<file path="config.mk">
export PLATFORM = sky130hd
export DESIGN_NAME = mem_bus_arbiter
export DESIGN_NICKNAME = d
export VERILOG_FILES = /design/src/rtl/mem_bus_arbiter.sv
export SDC_FILE = /design/constraint.sdc
export NUM_CORES = 1
export LEC_CHECK = 0
export ABC_AREA = 1
export ABC_CLOCK_PERIOD_IN_PS = 4730
export BUFFER_PORTS_ARGS = -buffer_cell sky130_fd_sc_hd__clkbuf_2
export CAP_MARGIN = 20
export CELL_PAD_IN_SITES_DETAIL_PLACEMENT = 1
export CELL_PAD_IN_SITES_GLOBAL_PLACEMENT = 1
export CORE_AREA = 2 2 197 199
export DETAILED_ROUTE_END_ITERATION = 16
export DIE_AREA = 0 0 199 201
export PLACE_DENSITY_LB_ADDON = 0.1
export SYNTH_ARGS = -nofsm -noshare
export SYNTH_HDL_FRONTEND = slang
export SYNTH_SLANG_ARGS = --single-unit
</file>
<file path="constraint.sdc">
create_clock -name clk -period 4.73 [get_ports clk]
set_clock_uncertainty 0.2 [all_clocks]
set_input_delay 0.2365 -clock clk [delete_from_list [all_inputs] [get_ports clk]]
set_output_delay 0.2365 -clock clk [all_outputs]
set_load 0.01 [all_outputs]
</file>
<file path="src/rtl/mem_bus_arbiter.sv">
// mem_bus_arbiter: shares one memory port between the fetch bus (ibus) and
// the data bus (dbus). One owner at a time; the owner's request is latched
// into a buffer that drives the shared port until the port completes it.
// The single-beat response is routed back to the owner.
//
// Ports
//   clk, reset                   clock, asynchronous active-high reset
//   ireq_valid, ireq_addr        fetch request (held until iresp_data_ok)
//   iresp_data_ok, iresp_data    fetch completion pulse + 32-bit word
//   dreq_valid, dreq_addr,       data request (held until dresp_data_ok)
//   dreq_size, dreq_strobe,
//   dreq_data
//   dresp_data_ok, dresp_data    data completion pulse + read data
//   mreq_valid, mreq_addr,       shared-port request, driven from the buffer
//   mreq_size, mreq_strobe,
//   mreq_data
//   mresp_ok, mresp_data         shared-port completion + read data
//
// Build option
//   ARB_ROUND_ROBIN_EN  undefined: dbus priority with an anti-starvation
//                       streak limit (MAX_D_STREAK).
//                       defined: alternate between requesters on contention.
//
// The *_data_ok / *_data responses are combinational from mresp_ok so the
// requester sees completion in the same cycle the port finishes.
module mem_bus_arbiter #(
  parameter int unsigned ADDR_W       = 64,
  parameter int unsigned DATA_W       = 64,
  parameter int unsigned MAX_D_STREAK = 4
) (
  input  logic              clk,
  input  logic              reset,
  input  logic              ireq_valid,
  input  logic [ADDR_W-1:0] ireq_addr,
  output logic              iresp_data_ok,
  output logic [31:0]       iresp_data,
  input  logic              dreq_valid,
  input  logic [ADDR_W-1:0] dreq_addr,
  input  logic [2:0]        dreq_size,
  input  logic [7:0]        dreq_strobe,
  input  logic [DATA_W-1:0] dreq_data,
  output logic              dresp_data_ok,
  output logic [DATA_W-1:0] dresp_data,
  output logic              mreq_valid,
  output logic [ADDR_W-1:0] mreq_addr,
  output logic [2:0]        mreq_size,
  output logic [7:0]        mreq_strobe,
  output logic [DATA_W-1:0] mreq_data,
  input  logic              mresp_ok,
  input  logic [DATA_W-1:0] mresp_data
);

  localparam int unsigned WORD_W = 32;

  typedef enum logic [1:0] {
    IDLE   = 2'd0,
    BUSY_I = 2'd1,
    BUSY_D = 2'd2
  } state_t;

  state_t state_q, state_d;
  logic   grant_i, grant_d;
  logic   prefer_i;

`ifdef ARB_ROUND_ROBIN_EN
  // 1: the most recent grant went to ibus (reset value)
  logic last_owner_i;
`else
  localparam int unsigned STREAK_W = $clog2(MAX_D_STREAK + 1);
  logic [STREAK_W-1:0] d_streak;
`endif

  // Arbitration, next state and same-cycle response routing
  always_comb begin
    state_d       = state_q;
    grant_i       = 1'b0;
    grant_d       = 1'b0;
    prefer_i      = 1'b0;
    iresp_data_ok = 1'b0;
    iresp_data    = '0;
    dresp_data_ok = 1'b0;
    dresp_data    = '0;

`ifdef ARB_ROUND_ROBIN_EN
    prefer_i = ~last_owner_i;
`else
    prefer_i = (d_streak == STREAK_W'(MAX_D_STREAK));
`endif

    case (state_q)
      IDLE: begin
        // prefer_i only matters when both requesters are valid
        if (ireq_valid && (!dreq_valid || prefer_i)) begin
          grant_i = 1'b1;
          state_d = BUSY_I;
        end else if (dreq_valid) begin
          grant_d = 1'b1;
          state_d = BUSY_D;
        end
      end
      BUSY_I: begin
        if (mresp_ok) begin
          state_d       = IDLE;
          iresp_data_ok = 1'b1;
          // fetch word is the half of the 64-bit beat selected by addr[2]
          iresp_data    = ireq_addr[2] ? mresp_data[2*WORD_W-1:WORD_W]
                                       : mresp_data[WORD_W-1:0];
        end
      end
      BUSY_D: begin
        if (mresp_ok) begin
          state_d       = IDLE;
          dresp_data_ok = 1'b1;
          dresp_data    = mresp_data;
        end
      end
      default: state_d = IDLE;
    endcase
  end

  // State register, request buffer and shared-port valid
  always_ff @(posedge clk or posedge reset) begin
    if (reset) begin
      state_q     <= IDLE;
      mreq_valid  <= 1'b0;
      mreq_addr   <= '0;
      mreq_size   <= '0;
      mreq_strobe <= '0;
      mreq_data   <= '0;
    end else begin
      state_q <= state_d;
      if (grant_i) begin
        mreq_valid  <= 1'b1;
        mreq_addr   <= ireq_addr;
        mreq_size   <= 3'd2;
        mreq_strobe <= 8'h00;
        mreq_data   <= '0;
      end else if (grant_d) begin
        mreq_valid  <= 1'b1;
        mreq_addr   <= dreq_addr;
        mreq_size   <= dreq_size;
        mreq_strobe <= dreq_strobe;
        mreq_data   <= dreq_data;
      end else if ((state_q != IDLE) && mresp_ok) begin
        mreq_valid <= 1'b0;
      end
    end
  end

`ifdef ARB_ROUND_ROBIN_EN
  // Remember who was served last so contention alternates
  always_ff @(posedge clk or posedge reset) begin
    if (reset) begin
      last_owner_i <= 1'b1;
    end else if (grant_i) begin
      last_owner_i <= 1'b1;
    end else if (grant_d) begin
      last_owner_i <= 1'b0;
    end
  end
`else
  // Count dbus grants that made a waiting ibus wait longer; saturating
  always_ff @(posedge clk or posedge reset) begin
    if (reset) begin
      d_streak <= '0;
    end else if (grant_i) begin
      d_streak <= '0;
    end else if (grant_d && ireq_valid && (d_streak != STREAK_W'(MAX_D_STREAK))) begin
      d_streak <= d_streak + STREAK_W'(1);
    end
  end
`endif

  // Protocol checks: owner must hold its request; no completion while idle
  always_ff @(posedge clk) begin
    if (!reset) begin
      assert (!((state_q == BUSY_I) && !ireq_valid));
      assert (!((state_q == BUSY_D) && !dreq_valid));
      assert (!((state_q == IDLE) && mresp_ok));
    end
  end

endmodule
</file>
==> flow_summary.toml, run 1 <==
[status]
status = "finished, final reports clean"

[logic_synthesis]
synth_nets = 1408
syn_area_per_cell_um2 = 6.91
ys_types = 16
synth.ff_latch_count = 145
ys_seq_area_share_pct = 46.4
syn_area_um2 = 7810
yosys_warnings = 0
syn-instance-count = 1131

[min_path]
hold_path_class = "in -> reg"
min_to = "state_q[1]$_DFFE_PP0P_"
hold_start = "dreq_valid"
hold_depth = 5

[cells_and_area]
final_area_um2 = 13400
fillers = 4895
final_util_pct = 35.1
seq_area_um2 = 3630
multi_input_area_um2 = 3060
area_growth_syn_to_layout_pct = 71.4
finalNetCount = 2078
drive_gt1_share_pct = 30.9

[clock_tree]
postCtsSetupRepairBufs = 0
clkSlewWorstSetupHoldPaths_ns = 0.07
cts_num_sinks = 145
cts-root-buf = "clkbuf_16"
clock_latency_ns = 0.44
cts_buffer_depth = 2
cts_tree = "yes"
htreeDepth = 4
numCtsBuffers = 17

[detailed_routing]
num_vias = 9684
viasPerCell = 4.15
wl_mm = 38.5
drt-pass1-iter-count = 4
drc_errors = 0
wl_per_cell_um = 16.5
first_iter_violations = 314
ant_nets = 0

[sta]
hold_viol_final = 0
period_needed_ns = 3.52
finalSetupViolations = 0
rsz0062_at_grt = "no"
worst_pin_slew_ns = 0.985
relSlewSlack_pct = 34.1
maxSlewViolCount = 0
finalCritPeriodShare_pct = 74.5
setup_tns_ns = 0
max_freq_mhz = 284
worst_slack_ns = 1.21

[global_routing]
grt_pass1_wl_mm = 59.2
grt_max_degree = 87
grt_pass1_vias = 10363
overflow = 0
antenna_found_initial = 5
grt_util_all_layers_pct = 19.2

[floorplanning]
io_pins = 510
core_um2 = 38100
die_w_um = 199
initial_core_util_pct = 20.5
die_y_um = 201
dieArea_um2 = 40000
rows = 72

[critical_path]
end_kind = "register"
r2r_slack_ns = 1.21
crit_arrival_ns = 3.64
start_kind = "register"
r2r-start = "d_streak[0]$_DFFE_PP0P_"
worstReg2RegEnd = "mreq_addr[44]$_DFFE_PP0P_"
r2r_cells = 10
crit_start = "d_streak[0]$_DFFE_PP0P_"
path_class = "reg -> reg"
worst_ep_required_time_ns = 4.85
cp_max_fo = 43

[power]
peakVddDrop_mv = 0.183
power_density_nw_per_um2 = 527
p_leak_nw = 7.93
power_mw = 7.06

[placement]
hpwl_mm = 27.0
place_area_um2 = 10800
port_buffers = 509
gp_congestion = 0.843
pre_cts_slack_ns = 1.67

[run]
drv_cap = 0
[through the flow]
stage,std cells,hold WS [ns]
CTS,2332,0.170
detailed placement,2095,0.265
global placement,2095,0.259
finish,2336,0.192
floorplan,1131,0.121
global route,2335,0.224
[logic make-up after synthesis]
logic type               count (synthesis)  share of synthesized area (%)
AND/OR/NAND/NOR                        633                           33.8
AO/OA/AOI/OAI                           68                           4.35
XOR/XNOR                                 1                          0.112
buffers and inverters                  279                           14.5
adder cells (fa/ha/maj)                  5                          0.801
flip-flops                             145                           46.4
[cell usage after synthesis, drive strengths merged]
| library cell | count | area share (%) |
|---|---|---|
| a21oi | 34 | 2.2 |
| buf | 57 | 3.8 |
| clkbuf | 18 | 0.86 |
| dfrtp | 145 | 46 |
| ha | 5 | 0.80 |
| inv | 204 | 9.8 |
| nand2 | 357 | 17 |
| nand3 | 204 | 13 |
| nor2 | 72 | 3.6 |
| o21ai | 34 | 2.2 |
| xor2 | 1 | 0.11 |
[layer usage]
metal | part of all wire (%) | GRT usage [%] | vias up
met1 | 39 | 21.4 | 4590
met3 | 7.3 | 5.88 | 31
met2 | 52 | 35.0 | 296
met4 | 1.6 | 5.22 | 2
li1 | - | - | 4765
met5 | 0.034 | 0 | -
[where the power goes]
part           leakage [nW]  switching, mW  internal [mW]
Clock                 0.282          0.590          0.778
Combinational          5.85           2.16           1.37
Sequential             1.80          0.332           1.83
Total                  7.93           3.08           3.98
[what timing repair did]
| action | in CTS | in global routing |
|---|---|---|
| gates resized for setup | 0 | 0 |
| endpoints found under the setup margin | 0 | 0 |
| hold endpoints to repair | 225 | 0 |
| hold buffers | 205 | 0 |
[final cells by class]
class | count | share of cell area (%)
timing repair buffer | 726 | 35.1
sequential | 145 | 27.1
multi-input combinational | 707 | 22.8
inverter | 204 | 5.77
tap | 518 | 4.84
clock buffer | 19 | 3.23
clock inverter | 13 | 1.04
antenna | 4 | 0.0747
[worst max-delay path, stage by stage (launching register included)]
cell and delay [ns]:
dfrtp_1 0.36, inv_1 0.07, ha_1 0.19, nand2_1 0.07
nand2_2 0.40, nand2_2 0.88, buf_4 0.43, nand2_1 0.09
nand3_1 0.08, dlygate4sd3_1 0.56, nand2_1 0.05
[how the worst max path moves through the flow]
stage / endpoint / cells past startpoint
global placement: mreq_data[43]$_DFFE_PP0P_ / 8
CTS: mreq_addr[45]$_DFFE_PP0P_ / 10
floorplan: d_streak[0]$_DFFE_PP0P_ / 1
detailed placement: mreq_addr[50]$_DFFE_PP0P_ / 9
finish: mreq_addr[44]$_DFFE_PP0P_ / 10
global route: mreq_addr[58]$_DFFE_PP0P_ / 10
[registers in the layout (all words and copies together) (netlist names)]
signal	cells
state_q	2
mreq_addr	64
mreq_valid	1
mreq_data	64
mreq_size	3
mreq_strobe	8
d_streak	3
[placed cells by master, fill, tap and decap left out, drive strengths merged]
master,netlist,routed
clkinvlp,0,1
nand3,204,204
o21ai,34,34
dlygate4sd3,0,205
diode,0,4
nand2,357,357
ha,5,5
dfrtp,145,145
buf,57,12
clkinv,0,9
inv,204,205
xor2,1,1
nor2,72,72
a21oi,34,34
bufinv,0,2
clkbuf,18,528
No activity file was read; power rests on OpenSTA's default activity.
==> inputs of run 2 (changes only) <==
- ABC_AREA: 1 -> 0
- ABC_CLOCK_PERIOD_IN_PS: 4730 -> 3300
- CORE_AREA: 2 2 197 199 -> 2 2 196 198
- DIE_AREA: 0 0 199 201 -> 0 0 198 200
- clock period: 4.73 -> 3.3 ns (I/O delays scaled with it)
==> run 2 against run 1 <==
  * Register-to-register slack lost 0.78 ns
  * Worst hold slack lost 0.017 ns
  * Synthesized cell count shrank 36%
  * Synthesized area shrank 8.9%
  * Largest power group unchanged
  * Critical endpoint is now mreq_addr[14]$_DFFE_PP0P_
  * Maximum frequency grew 23%
==> flow_summary.toml, run 2 <==
[status]
status = "finished, final reports clean"

[sta]
worst_pin_slew_ns = 0.870
hold_viol_final = 0
relSlewSlack_pct = 41.9
period_needed_ns = 2.87
maxSlewViolCount = 0
setup_tns_ns = 0
max_freq_mhz = 348
worst_slack_ns = 0.425
rsz0062_at_grt = "no"
finalCritPeriodShare_pct = 87.1
finalSetupViolations = 0

[logic_synthesis]
synth_fa_ha_area_share_pct = 0.879
yosys_warnings = 0
syn_area_um2 = 7120
yosys.area_share.simple_pct = 11.7
ys_seq_area_share_pct = 51.0
synth.ff_latch_count = 145
async_flop_share_pct = 100
synthMostInstantiatedCell = "dfrtp_1"
synthFlopType = "dfrtp_1"
muxShareOfSynthArea_pct = 4.64
synth_top_family_by_area = "compound AO/OA/AOI/OAI gates"
synth-edff-count = 0
synthXorXnorAreaFrac_pct = 0
ys_top_cells_by_area = "dfrtp_1 51%, a22o_1 9.1%, and3_1 5.7%, a31oi_1 5.6%, nor2_1 5.1%"
synth_top_area_share_pct = 51.0
syn-instance-count = 724
synthTopCellsByCount = "145 x dfrtp_1, 97 x nor2_1, 74 x a22o_1"
ys_types = 28
syn_area_per_cell_um2 = 9.84
yosysTopAreaCell = "dfrtp_1"
synth-compound-area-share_pct = 25.0
synth_nets = 1001

[cells_and_area]
layout_commonest_cell = "clkbuf_2"
final_util_pct = 34.0
reg_top3 = "mreq_addr x64, mreq_data x64, mreq_strobe x8"
area_growth_syn_to_layout_pct = 78.5
finalNetCount = 1673
drive_gt1_share_pct = 40.2
final_cell_mix = "509 x clkbuf_2, 206 x dlygate4sd3_1, 145 x dfrtp_1"
final_area_um2 = 12700
fillers = 4440

[detailed_routing]
viasPerCell = 4.39
drt-pass1-iter-count = 4
wl_mm = 37.3
first_iter_violations = 290
drc_errors = 0
wl_per_cell_um = 19.4
ant_nets = 0
num_vias = 8425

[clock_tree]
clock_latency_ns = 0.44
cts_num_sinks = 145
cts-root-buf = "clkbuf_16"
cts_buffer_depth = 2
clkSlewWorstSetupHoldPaths_ns = 0.07
cts_tree = "yes"
htreeDepth = 4
numCtsBuffers = 17

[critical_path]
worst_ep_required_time_ns = 3.47
cpMaxStageDelayCell = "dlygate4sd3_1"
cp_max_fo = 17
end_kind = "register"
crit_arrival_ns = 3.05
cp_slowest_stage_delay_ns = 0.61
start_kind = "register"
path_class = "reg -> reg"
cp_cell_sequence = "inv_1 -> ha_1 -> and2_2 -> buf_4 -> a31oi_1 -> a21oi_1 -> dlygate4sd3_1"

[power]
peakVddDrop_mv = 0.319
power_switching_mw = 4.23
power_frac_clock_pct = 18.3
power_frac_comb_pct = 52.3
seq_power_share_pct = 29.4
power_density_nw_per_um2 = 814
intPower_mw = 6.11
p_leak_nw = 6.53
switching_share_pct = 40.9

[floorplanning]
dieArea_um2 = 39600
rows = 71
core_um2 = 37400
die_y_um = 200
die_w_um = 198
io_pins = 510
initial_core_util_pct = 19.0

[global_routing]
grt_max_degree = 77
grt_util_all_layers_pct = 18.5
grt_pass1_wl_mm = 55.4
grt_pass1_vias = 9348
overflow = 0
antenna_found_initial = 3

[min_path]
hold_path_class = "in -> reg"

[placement]
hpwl_mm = 25.6
gp_congestion = 0.783
pre_cts_slack_ns = 1.06
port_buffers = 509
place_area_um2 = 10100

[run]
drv_cap = 0
[run 2: cell count changes in the layout (fill, tap and decap cells not counted), moves of 6 or more]
cell and change:
nand2_1 -351, a21oi_1 +31, buf_12 +6, o21ai_0 +19
nand3_1 -199, mux2i_1 +33, a22o_1 +74, nor2_1 +26
a31oi_1 +64, inv_1 -194, o21ai_1 +16, and3_1 +64
[run 2: final cells by class]
cell class	count	area [um2]	share of cell area [%]
sequential	145	3630	28.5
inverter	7	30.0	0.236
tap	511	639	5.03
clock buffer	18	429	3.38
antenna	2	5.00	0.0394
timing repair buffer	734	4840	38.1
multi-input combinational	491	3030	23.8
clock inverter	12	111	0.876
[run 2: routing by layer]
layer	share of wire (%)	GRT usage, %
met2	51	33.2
met3	7.2	5.96
met5	0.035	0
met1	40	20.8
met4	1.8	5.85
[run 2: metrics by stage]
stage                     std cells  power [mW]  hold slack, ns
after floorplan                 724        5.64          0.0910
after global placement         1682        7.61           0.177
after detailed placement       1682        7.62           0.170
after CTS                      1918        10.5           0.149
after global routing           1920        11.2           0.255
final                          1920        10.3           0.174
[run 2: worst max-delay path, delay by kind of cell (launching register included)]
family                   cells  cell delay [ns]
buffers and inverters        3             1.03
AND/OR/NAND/NOR              1             0.46
flip-flops                   1             0.38
adder cells (fa/ha/maj)      1             0.36
AO/OA/AOI/OAI                2             0.35
[run 2: path summary, 6_finish.rpt]
check	to	start	depth (start not counted)	slack, ns
worst max-delay path	mreq_addr[14]$_DFFE_PP0P_	state_q[0]$_DFFE_PP0P_	7	0.43
worst min-delay path	mreq_valid$_DFFE_PP0P_	mresp_ok	3	0.17
worst max register to register	mreq_addr[14]$_DFFE_PP0P_	state_q[0]$_DFFE_PP0P_	7	0.43
worst min register to register	mreq_data[47]$_DFFE_PP0P_	mreq_data[47]$_DFFE_PP0P_	1	0.31
max in group asynchronous	mreq_data[42]$_DFFE_PP0P_	reset	4	1.84
min in group asynchronous	mreq_addr[40]$_DFFE_PP0P_	reset	3	0.23
[run 2: power groups by stage]
stage	clock network, mW	registers (mW)	logic, mW
floorplan	0	3.40	2.24
global placement	0	3.04	4.56
detailed placement	0	3.06	4.55
CTS	1.97	3.04	5.44
global route	2.04	3.15	5.96
finish	1.89	3.04	5.41
[run 2: cells by family (layout without fill, tap and decap cells)]
group	after synthesis	in the layout
AOI/OAI and AO/OA	279	279
adders and majority gates	5	5
buffers and inverters	88	771
DFF	145	145
muxes	33	33
other	0	2
and+or+nand+nor	174	174
[run 2: timing repair]
action / 4_1_cts / 5_1_grt
buffers inserted: 0 / 0
hold endpoints to repair: 171 / 0
gates resized for setup: 0 / 0
hold buffers: 206 / 0
